$ cat config.mk
export PLATFORM = sky130hd
export DESIGN_NAME = id_ex_stage
export DESIGN_NICKNAME = d
export VERILOG_FILES = /design/src/rtl/id_ex_stage.sv
export SDC_FILE = /design/constraint.sdc
export NUM_CORES = 1
export LEC_CHECK = 0
export CORE_AREA = 4 4 141 177
export CTS_CLUSTER_SIZE = 8
export DETAILED_ROUTE_END_ITERATION = 10
export DIE_AREA = 0 0 145 181
export PLACE_DENSITY = 0.69
export SETUP_SLACK_MARGIN = 0.15
export SYNTH_ARGS = -nofsm -noshare
export SYNTH_HDL_FRONTEND = slang
export SYNTH_SLANG_ARGS = --single-unit
$ cat constraint.sdc
create_clock -name clk -period 1.9 [get_ports clk]
set_clock_uncertainty 0.05 [all_clocks]
set_input_delay 0.38 -clock clk [delete_from_list [all_inputs] [get_ports clk]]
set_output_delay 0.38 -clock clk [all_outputs]
set_load 0.02 [all_outputs]
$ cat src/rtl/id_ex_stage.sv
// ============================================================================
// Module   : id_ex_stage
// Purpose  : Decode-to-execute pipeline register with valid/ready handshake,
//            ALU operand select, writeback forwarding/snoop and flush.
//            Optional stall counter enabled by macro ID_EX_STALL_CNT_EN.
// Revision : 1.0 - initial release
// ============================================================================
`default_nettype none

module id_ex_stage #(
    parameter int XLEN = 32,
    parameter int RA_W = 5
`ifdef ID_EX_STALL_CNT_EN
    ,
    parameter int CNT_W = 16
`endif
) (
    input  logic            clk,
    input  logic            rst_n,
    input  logic            flush,
    input  logic            in_valid,
    output logic            in_ready,
    input  logic [XLEN-1:0] in_pc,
    input  logic [XLEN-1:0] in_rs1_val,
    input  logic [XLEN-1:0] in_rs2_val,
    input  logic [XLEN-1:0] in_imm,
    input  logic [RA_W-1:0] in_rs1,
    input  logic [RA_W-1:0] in_rs2,
    input  logic [RA_W-1:0] in_rd,
    input  logic            in_use_pc,
    input  logic            in_use_imm,
    input  logic [3:0]      in_alu_sel,
    input  logic            in_reg_write,
    input  logic            wb_en,
    input  logic [RA_W-1:0] wb_rd,
    input  logic [XLEN-1:0] wb_data,
    output logic            out_valid,
    input  logic            out_ready,
    output logic [XLEN-1:0] tmpA,
    output logic [XLEN-1:0] tmpB,
    output logic [3:0]      ALU_Sel,
    output logic [RA_W-1:0] out_rd,
    output logic            out_reg_write,
    output logic            out_illegal
`ifdef ID_EX_STALL_CNT_EN
    ,
    output logic [CNT_W-1:0] stall_count
`endif
);

    logic            held_valid;
    logic [XLEN-1:0] held_pc, held_rs1_val, held_rs2_val, held_imm;
    logic [RA_W-1:0] held_rs1, held_rs2, held_rd;
    logic            held_use_pc, held_use_imm, held_reg_write;
    logic [3:0]      held_alu_sel;

    logic            next_valid;
    logic [XLEN-1:0] next_pc, next_rs1_val, next_rs2_val, next_imm;
    logic [RA_W-1:0] next_rs1, next_rs2, next_rd;
    logic            next_use_pc, next_use_imm, next_reg_write;
    logic [3:0]      next_alu_sel;

    logic capture, consume, stalled, wb_hit;

    assign in_ready = !held_valid || out_ready;
    assign capture  = in_valid && in_ready && !flush;
    assign consume  = held_valid && out_ready;
    assign stalled  = held_valid && !out_ready && !flush;
    assign wb_hit   = wb_en && (wb_rd != '0);

    always_comb begin
        next_valid     = held_valid;
        next_pc        = held_pc;
        next_rs1_val   = held_rs1_val;
        next_rs2_val   = held_rs2_val;
        next_imm       = held_imm;
        next_rs1       = held_rs1;
        next_rs2       = held_rs2;
        next_rd        = held_rd;
        next_use_pc    = held_use_pc;
        next_use_imm   = held_use_imm;
        next_reg_write = held_reg_write;
        next_alu_sel   = held_alu_sel;

        if (flush) begin
            next_valid = 1'b0;
        end else if (capture) begin
            next_valid     = 1'b1;
            next_pc        = in_pc;
            next_rs1_val   = (wb_hit && wb_rd == in_rs1) ? wb_data : in_rs1_val;
            next_rs2_val   = (wb_hit && wb_rd == in_rs2) ? wb_data : in_rs2_val;
            next_imm       = in_imm;
            next_rs1       = in_rs1;
            next_rs2       = in_rs2;
            next_rd        = in_rd;
            next_use_pc    = in_use_pc;
            next_use_imm   = in_use_imm;
            next_reg_write = in_reg_write;
            next_alu_sel   = in_alu_sel;
        end else if (consume) begin
            next_valid = 1'b0;
        end else if (stalled) begin
            // Keep stalled operands coherent with registers retiring meanwhile.
            if (wb_hit && wb_rd == held_rs1) next_rs1_val = wb_data;
            if (wb_hit && wb_rd == held_rs2) next_rs2_val = wb_data;
        end
    end

    always_ff @(posedge clk or negedge rst_n) begin
        if (!rst_n) begin
            held_valid     <= 1'b0;
            held_pc        <= '0;
            held_rs1_val   <= '0;
            held_rs2_val   <= '0;
            held_imm       <= '0;
            held_rs1       <= '0;
            held_rs2       <= '0;
            held_rd        <= '0;
            held_use_pc    <= 1'b0;
            held_use_imm   <= 1'b0;
            held_reg_write <= 1'b0;
            held_alu_sel   <= '0;
            tmpA           <= '0;
            tmpB           <= '0;
        end else begin
            held_valid     <= next_valid;
            held_pc        <= next_pc;
            held_rs1_val   <= next_rs1_val;
            held_rs2_val   <= next_rs2_val;
            held_imm       <= next_imm;
            held_rs1       <= next_rs1;
            held_rs2       <= next_rs2;
            held_rd        <= next_rd;
            held_use_pc    <= next_use_pc;
            held_use_imm   <= next_use_imm;
            held_reg_write <= next_reg_write;
            held_alu_sel   <= next_alu_sel;
            tmpA           <= next_use_pc  ? next_pc  : next_rs1_val;
            tmpB           <= next_use_imm ? next_imm : next_rs2_val;
        end
    end

    assign out_valid     = held_valid;
    assign ALU_Sel       = held_alu_sel;
    assign out_rd        = held_rd;
    assign out_reg_write = held_reg_write && held_valid;

    always_comb begin
        out_illegal = 1'b0;
        if (held_valid && held_alu_sel[3] && held_alu_sel != 4'b1001 && held_alu_sel != 4'b1010)
            out_illegal = 1'b1;
    end

`ifdef ID_EX_STALL_CNT_EN
    always_ff @(posedge clk or negedge rst_n) begin
        if (!rst_n)
            stall_count <= '0;
        else if (stalled && stall_count != {CNT_W{1'b1}})
            stall_count <= stall_count + 1'b1;
    end
`endif

endmodule

`default_nettype wire

Yosys cells after proc, flatten, opt, wreduce, memory -nomap -nowiden --
Cells that the tools add are included.
Storage, ports and cells: flip-flop bits (word level) 215, input port bits 193, word-level logic and storage cells 68
Operators by class: equality and inequality tests 6, mux-type cells 26, bitwise gates (word level) 1, reduce and logical (&&, ||, !) cells 21
Operator list (number):
- 32-bit 2-to-1 mux | 18
- 5-bit equality test | 4
- 1-bit logical AND | 14
- 1-bit 2-to-1 mux | 8
- 4-bit != test (second input constant) | 2
- 5-bit nonzero test | 1
- 1-bit zero test | 3
- 3-bit nonzero test | 1
- 2-bit AND reduction | 1
- 1-bit logical OR | 1
- 1-bit NOT | 1

Logic depth before layout (Yosys ltp) --
Gate-level depths: netlist (run 1).
depth in word-level cells 9, gate-level depth with buffers 8, mapped depth without buffers 6

Least setup slack after synthesis (run 1) --
OpenSTA, ideal clock, no wires.
path kind reg-to-reg, start point register held_valid, in the netlist out_valid, end point register tmpA[14], data arrival time 2074 ps, path slack -306 ps, cell stages (with the launch flop) 9, path buffers 2, cell sequence dfrtp_1 -> and2b_1 -> inv_1 -> nand3b_2 -> mux2i_1 -> clkbuf_1 -> buf_1 -> nor2_1 -> a31oi_1
On the way: word-level cells in the longest chain between the ends 7, elaborated cells on any way between the ends 16
RTL lines:
- from (decl) | line 51 | logic held_valid;
- from (signal assigned) | line 126 | held_valid <= next_valid;
- 1-bit zero test (*) | line 65 | assign in_ready = !held_valid || out_ready;
- 1-bit logical OR (*) | line 65
- named net in_ready | line 22 | output logic in_ready,
- 1-bit logical AND (*) (2 in series) | line 66 | assign capture = in_valid && in_ready && !flush;
- 32-bit 2-to-1 mux or 1-bit 2-to-1 mux (tied branches) | line 87 | end else if (capture) begin
- 32-bit 2-to-1 mux or 1-bit 2-to-1 mux (tied branches) | line 85 | if (flush) begin
- 32-bit 2-to-1 mux (*) | line 138 | tmpA <= next_use_pc ? next_pc : next_rs1_val;
- to (signal assigned) | line 138
- to (decl) | line 39 | output logic [XLEN-1:0] tmpA,
Mark *: on every way through the listed nets, which the timed path passes. The rest lies on a longest branch. A chain may end at the register's enable or synchronous reset.

Worst setup path in the final report (run 1) --
start point register held_valid, in the netlist out_valid, end point register tmpB[4]
On the way: word-level cells in the longest chain between the ends 7, elaborated cells on any way between the ends 16
RTL lines:
- 1-bit logical AND or 1-bit zero test (tied branches) | line 68, 65
- 1-bit logical AND or 1-bit logical OR (tied branches) | line 68, 65
- 32-bit 2-to-1 mux or 1-bit logical AND (tied branches) | line 102, 66
- 32-bit 2-to-1 mux or 1-bit logical AND (tied branches) | line 100, 66
- 32-bit 2-to-1 mux or 1-bit 2-to-1 mux (tied branches) | line 87
- 32-bit 2-to-1 mux or 1-bit 2-to-1 mux (tied branches) | line 85
- 32-bit 2-to-1 mux (*) | line 139 | tmpB <= next_use_imm ? next_imm : next_rs2_val;
- to (signal assigned) | line 139
- to (decl) | line 40 | output logic [XLEN-1:0] tmpB,
Every way passes the cells marked *; elsewhere a longest branch is shown, timed or not.

==> reports/qor.txt, run 1 <==
First-pass GRT wire length -> 48240 um
Fin worst setup slack -> -0.1004 ns
DIE HEIGHT -> 181 um
Largest net degree at the start of global routing -> 65
Total global-route track usage -> 23.50%
Most numerous cell in the Yosys netlist -> dfrtp_1
Library cells used by synthesis -> 36
Reg area -> 5381 um2
Peak VDD IR -> 0.6750 mV
Final Cycle Share -> 105.3%
Avg Vias per Cell -> 5.438
DPL Wire Length -> 20630 um
CTS root buffer -> clkbuf_16
# DRC -> 0
Mapped Cells -> 808
Htree depth -> 1
Slew margin rel. -> 62.38%
CTS sink cnt -> 215
Final Setup Violations -> 91
Initial core utilization -> 39.13%
Synth area leaders -> dfrtp_1 59%, mux2_2 7.9%, nand2_1 5.2%
Post-Syn Area -> 9161 um2
Pwr dens -> 969.4 nW/um2
Clk Latency, worst-skew pair -> 0.54 ns
Clk pwr share -> 32.6%
Number of flops mapped to enable cells by yosys -> 0
Required @ worst endpoint -> 2.28 ns
Top cells by count, synth -> 215 x dfrtp_1, 127 x nand2_1, 68 x nor2_1
Slew @ Worst Pin -> 0.5642 ns
Area leader, netlist -> dfrtp_1
WS Path Type -> reg -> reg
Switching Share -> 28.94%
Int Pwr -> 0.01010 W
Crit-path max FO -> 7
Site Rows -> 63
RSZ-0062 raised after global routing -> yes
Period minus WS final -> 2.000 ns
# port buffers -> 269
Sequential area share after synthesis -> 58.73%
Via count -> 7917
Fillers -> 1882
Layout cells sized above 1 -> 28.84%
Placed cell areas -> 12660 um2
Fmax achieved -> 0.4999 GHz
Routability congestion estimate -> 0.8575
Max cap viols -> 0
Finished Core Util -> 62.60%
Area occupied by multi-input gates -> 3938 um2
CTS tree -> built
Yosys warnings -> 0
Type of origin of the critical path -> flip-flop
Critical Path AT -> 2.38 ns
Boundary Pins -> 270
Final slew viol count -> 0
Top_reg_cell synth -> dfrtp_1
Total Power -> 0.01421 W
Vias in the first global route -> 8251
Die width -> 145 um
Initial antenna violation count -> 7
ANT nets after route -> 0
Initial drt markers -> 318
TritonCTS buffer count -> 30
Critical Path End Type -> flip-flop
Synth Area per Inst -> 11.34 um2
Max Buffers Root-to-Sink -> 3
Psw -> 0.004111 W
DRT Wirelength -> 32930 um
Violated checks -> negative setup slack
Total die area -> 26250 um2
Status -> finished with violations
Area Overhead vs Synth -> 59.98%
Clock-pin slew on the worst setup and hold paths -> 0.05 ns
Min-delay worst type -> in -> reg
Mapped Nets -> 1001
Reg power frac -> 40.4%
Total gr overflow -> 0
Drt first pass iters -> 5
Leakage -> 6.336 nW
Setup TNS -> -4.367 ns
Comb pwr share -> 27.0%
Synth Register Bits -> 215
Top-area cell type share of the netlist area -> 58.73%
Total Nets Final -> 1350
Placeable Area -> 23410 um2
Drt wl/cell -> 22.62 um
Fin area -> 14660 um2
Final hold violations -> 0
Async S/R FF share, synth -> 100.0%
logic make-up after synthesis:
logic type | synth area share (%)
AO/OA/AOI/OAI | 16.58
XOR/XNOR | 2.008
buffers and inverters | 3.647
flip-flops | 58.73
multiplexers | 8.085
AND/OR/NAND/NOR | 10.95
area by class of cell:
cell class,instances,area share [%]
Sequential cell,215,36.72
Timing Repair Buffer,381,28.40
Multi-Input combinational cell,526,26.87
Clock buffer,33,5.344
Tap cell,292,2.493
Antenna cell,6,0.1024
Inverter,3,0.07683
cell usage in the layout, fill, tap and decap left out, types with 3 or more instances in the layout:
cell type / netlist / layout
o21ai_1: 60 / 37
mux2_4: 0 / 4
xor2_1: 9 / 9
nand3_1: 33 / 31
buf_12: 0 / 20
clkbuf_16: 0 / 36
xnor2_1: 12 / 12
buf_8: 0 / 4
a31oi_1: 32 / 32
clkdlybuf4s50_1: 0 / 185
a41oi_2: 0 / 28
a22oi_2: 29 / 32
buf_16: 0 / 15
dlygate4sd2_1: 0 / 76
buf_6: 8 / 20
nor2_1: 68 / 65
diode_2: 0 / 6
nor2_2: 0 / 3
mux2_2: 64 / 60
dfrtp_1: 215 / 214
nand2_1: 127 / 118
nand2_2: 0 / 8
buf_4: 0 / 52
o21ai_2: 1 / 26
o211ai_1: 32 / 32
a41oi_1: 32 / 4
worst paths after layout:
path / from / depth (start not counted) / slack [ns] / to
worst min-delay path: in_alu_sel[3] / 3 / 0.32 / ALU_Sel[3]$_DFFE_PN0P_
max in group asynchronous: rst_n / 3 / 0.83 / tmpB[15]$_DFF_PN0_
min in group asynchronous: rst_n / 2 / 0.34 / out_rd[3]$_DFFE_PN0P_
worst min register to register: out_rd[2]$_DFFE_PN0P_ / 2 / 0.42 / out_rd[2]$_DFFE_PN0P_
worst max register to register: out_valid$_DFFE_PN0P_ / 9 / -0.10 / tmpB[4]$_DFF_PN0_
worst max-delay path: out_valid$_DFFE_PN0P_ / 9 / -0.10 / tmpB[4]$_DFF_PN0_
state kept, by name, indices dropped and copies added, names as in the netlist, 5 cells and up:
register and cells:
held_rs1 5, held_rs1_val 32, held_rs2 5, tmpA 32, held_imm 32, held_rs2_val 32
held_pc 32, tmpB 32, out_rd 5
layer usage:
layer  global-route usage [%]  up-vias  part of all wire (%)
met5                        0        -                 0.079
met4                    9.354        4                   3.8
met3                    4.165       78                   5.2
met2                    41.65      284                    52
met1                    28.49     3952                    38
li1                         -     3599                     -
power by group through the flow:
| stage | Sequential [W] | Clock (W) | Combinational (W) |
|---|---|---|---|
| floorplan | 0.00623 | 0 | 0.00132 |
| global placement | 0.00580 | 0 | 0.00355 |
| detailed placement | 0.00582 | 0 | 0.00359 |
| CTS | 0.00574 | 0.00471 | 0.00376 |
| global route | 0.00581 | 0.00492 | 0.00408 |
| finish | 0.00574 | 0.00464 | 0.00383 |
metrics by stage:
stage | cells | setup WS, ns | hold slack (ns)
6_report | 1456 | -0.1004 | 0.3156
5_1_grt | 1455 | -0.1876 | 0.3112
4_1_cts | 1439 | -0.08979 | 0.3021
3_5_place_dp | 1365 | -1.023 | 0.3333
3_3_place_gp | 1365 | -0.9001 | 0.3324
2_1_floorplan | 808 | -0.1810 | 0.03441
critical path, stage by stage (launching register included):
cell and delay (ns):
dfrtp_2 0.39, and2b_1 0.19, buf_6 0.13, nor3b_4 0.24, buf_6 0.16, buf_6 0.09, o31a_4 0.22, buf_12 0.15
nand2_1 0.09, a41oi_2 0.18
timing repair:
action | CTS | global route
pin swaps | 32 | 38
cloned | 13 | 6
gates resized for setup | 207 | 27
buffers inserted | 27 | 5
setup endpoints to repair | 206 | 173
hold buffers | 1 | 0
hold endpoints to repair | 51 | 0
(Power assumes the default switching activity.)
==> run 2, diff against run 1 <==
--- a/config.mk
+++ b/config.mk
@@ -5,11 +5,11 @@
 export SDC_FILE = /design/constraint.sdc
 export NUM_CORES = 1
 export LEC_CHECK = 0
-export CORE_AREA = 4 4 141 177
+export CORE_AREA = 4 4 136 171
 export CTS_CLUSTER_SIZE = 8
 export DETAILED_ROUTE_END_ITERATION = 10
-export DIE_AREA = 0 0 145 181
-export PLACE_DENSITY = 0.69
+export DIE_AREA = 0 0 140 175
+export PLACE_DENSITY = 0.74
 export SETUP_SLACK_MARGIN = 0.15
 export SYNTH_ARGS = -nofsm -noshare
 export SYNTH_HDL_FRONTEND = slang
==> reports/qor.txt, run 2 (synthesis results as in run 1) <==
Placed cell count -> 1347 (-1.3%)
Critical Path End Type -> flip-flop
Initial antenna violation count -> 5 (-2)
Total Nets Final -> 1377 (+2.0%)
Comb pwr share -> 30.7% (+3.7 points)
Required @ worst endpoint -> 2.25 ns (-0.03 ns)
Htree depth -> 1 (unchanged)
Via count -> 8626 (+9.0%)
Site Rows -> 60 (-4.8%)
Min-delay worst type -> in -> async
Slew margin rel. -> 69.67% (+7.3 points)
CTS root buffer -> clkbuf_16
DRT Wirelength -> 38400 um (+17%)
First-pass GRT wire length -> 51770 um (+7.3%)
Placeable Area -> 21470 um2 (-8.3%)
Max Buffers Root-to-Sink -> 3 (unchanged)
Slew @ Worst Pin -> 0.4501 ns (-0.1141 ns)
DIE HEIGHT -> 175 um (-3.3%)
Layout cells sized above 1 -> 39.75% (+11 points)
TritonCTS buffer count -> 30 (unchanged)
# DRC -> 0 (unchanged)
Drt first pass iters -> 5 (unchanged)
Max cap viols -> 0 (unchanged)
Clk Latency, worst-skew pair -> 0.54 ns (about the same)
Total die area -> 24500 um2 (-6.6%)
Critical Path AT -> 2.44 ns (+0.06 ns)
Setup TNS -> -11.67 ns (-7.300 ns)
Peak VDD IR -> 0.7442 mV (+10%)
CTS sink cnt -> 215 (unchanged)
Finished Core Util -> 75.41% (+13 points)
Total global-route track usage -> 27.05% (+3.5 points)
Clock-pin slew on the worst setup and hold paths -> 0.05 ns (about the same)
Most frequent cells in the layout -> 214 x dfrtp_1, 185 x clkdlybuf4s50_1, 98 x nand2_1
Total Power -> 0.01521 W (+7.0%)
Final slew viol count -> 0 (unchanged)
Largest net degree at the start of global routing -> 61 (-6.2%)
Boundary Pins -> 270 (unchanged)
Type of origin of the critical path -> flip-flop
DPL Wire Length -> 20740 um (+0.55%)
Final Cycle Share -> 110.2% (+4.9 points)
Violated checks -> negative setup slack
Die width -> 140 um (-3.4%)
WS Path Type -> reg -> reg
Fin worst setup slack -> -0.1939 ns (-0.09355 ns)
RSZ-0062 raised after global routing -> yes
Psw -> 0.004662 W (+13%)
Drt wl/cell -> 26.14 um (+16%)
Initial drt markers -> 568 (+79%)
Final hold violations -> 0 (unchanged)
Vias in the first global route -> 8876 (+7.6%)
# port buffers -> 269 (unchanged)
Crit-path max FO -> 8 (+1)
Leakage -> 6.960 nW (+9.9%)
Status -> finished with violations
Switching Share -> 30.65% (+1.7 points)
Post-route insts no fill -> 1469 (+0.89%)
Setup WS pre-CTS -> -0.7898 ns (+0.2336 ns)
Most common cell after layout, fill and taps aside -> dfrtp_1
Fmax achieved -> 0.4776 GHz (-4.5%)
Clk pwr share -> 31.0% (-1.6 points)
Period minus WS final -> 2.094 ns (+0.09355 ns)
Total gr overflow -> 0 (unchanged)
ANT nets after route -> 0 (unchanged)
Routability congestion estimate -> 0.8821 (+2.9%)
Int Pwr -> 0.01055 W (+4.5%)
Reg power frac -> 38.3% (-2.1 points)
Initial core utilization -> 42.67% (+3.5 points)
Avg Vias per Cell -> 5.872 (+8.0%)
CTS tree -> built
Final Setup Violations -> 134 (+47%)
Pwr dens -> 939.4 nW/um2 (-3.1%)
Area Overhead vs Synth -> 76.73%
==> run 2: critical path: stages, from the launching register on <==
cell,delay [ns]
dfrtp_1,0.39
xor2_1,0.18
nor4_2,0.35
buf_4,0.18
a31oi_4,0.14
buf_4,0.18
buf_12,0.14
a22oi_2,0.20
a31oi_1,0.14
==> run 2: layer usage <==
layer  wire [um]  vias up  GRT usage (%)
met3        2608      154          5.913
met5           0        -              0
met2       19520      491          45.87
met1       13790     4336          31.38
met4        2485        0          15.95
li1            -     3645              -
==> run 2: metrics by stage <==
stage,cell area [um2],hold WS (ns)
after global placement,12650,0.2746
final,16190,0.2944
after global routing,16190,0.3136
after floorplan,9225,0.03441
after detailed placement,12650,0.2742
after CTS,15120,0.3036
==> run 2: power groups by stage <==
stage	registers (W)	logic [W]	clock network [W]
after floorplan	0.00623	0.00132	0
after global placement	0.00579	0.00356	0
after detailed placement	0.00582	0.00362	0
after CTS	0.00575	0.00409	0.00470
after global routing	0.00589	0.00488	0.00495
final	0.00582	0.00467	0.00472
==> run 2: what timing repair did <==
action / CTS / global route
endpoints found under the setup margin: 207 / 188
setup buffers: 32 / 24
resized for setup: 306 / 149
cloned: 18 / 9
pin swaps: 89 / 100
hold endpoints to repair: 47 / 0
hold buffers: 1 / 0
==> run 2: path summary, 6_finish.rpt <==
check / startpoint / endpoint / slack [ns] / depth (start not counted)
worst max-delay path: held_rs1[1]$_DFFE_PN0P_ / tmpA[17]$_DFF_PN0_ / -0.19 / 8
worst min-delay path: rst_n / out_rd[2]$_DFFE_PN0P_ / 0.29 / 2
worst max register to register: held_rs1[1]$_DFFE_PN0P_ / tmpA[17]$_DFF_PN0_ / -0.19 / 8
worst min register to register: out_rd[1]$_DFFE_PN0P_ / out_rd[1]$_DFFE_PN0P_ / 0.43 / 2
max in group asynchronous: rst_n / tmpA[11]$_DFF_PN0_ / 0.82 / 3
min in group clk: in_alu_sel[0] / ALU_Sel[0]$_DFFE_PN0P_ / 0.32 / 3
==> run 2: area by class of cell <==
type                    count  area, um2
flip-flops and latches    215       5381
well taps                 279      349.1
multi-input cells         526       4835
diodes                      5      12.51
clock buffers              33      783.3
fillers                  1254       5280
repair buffers            408       4811
inverters                   3      18.77
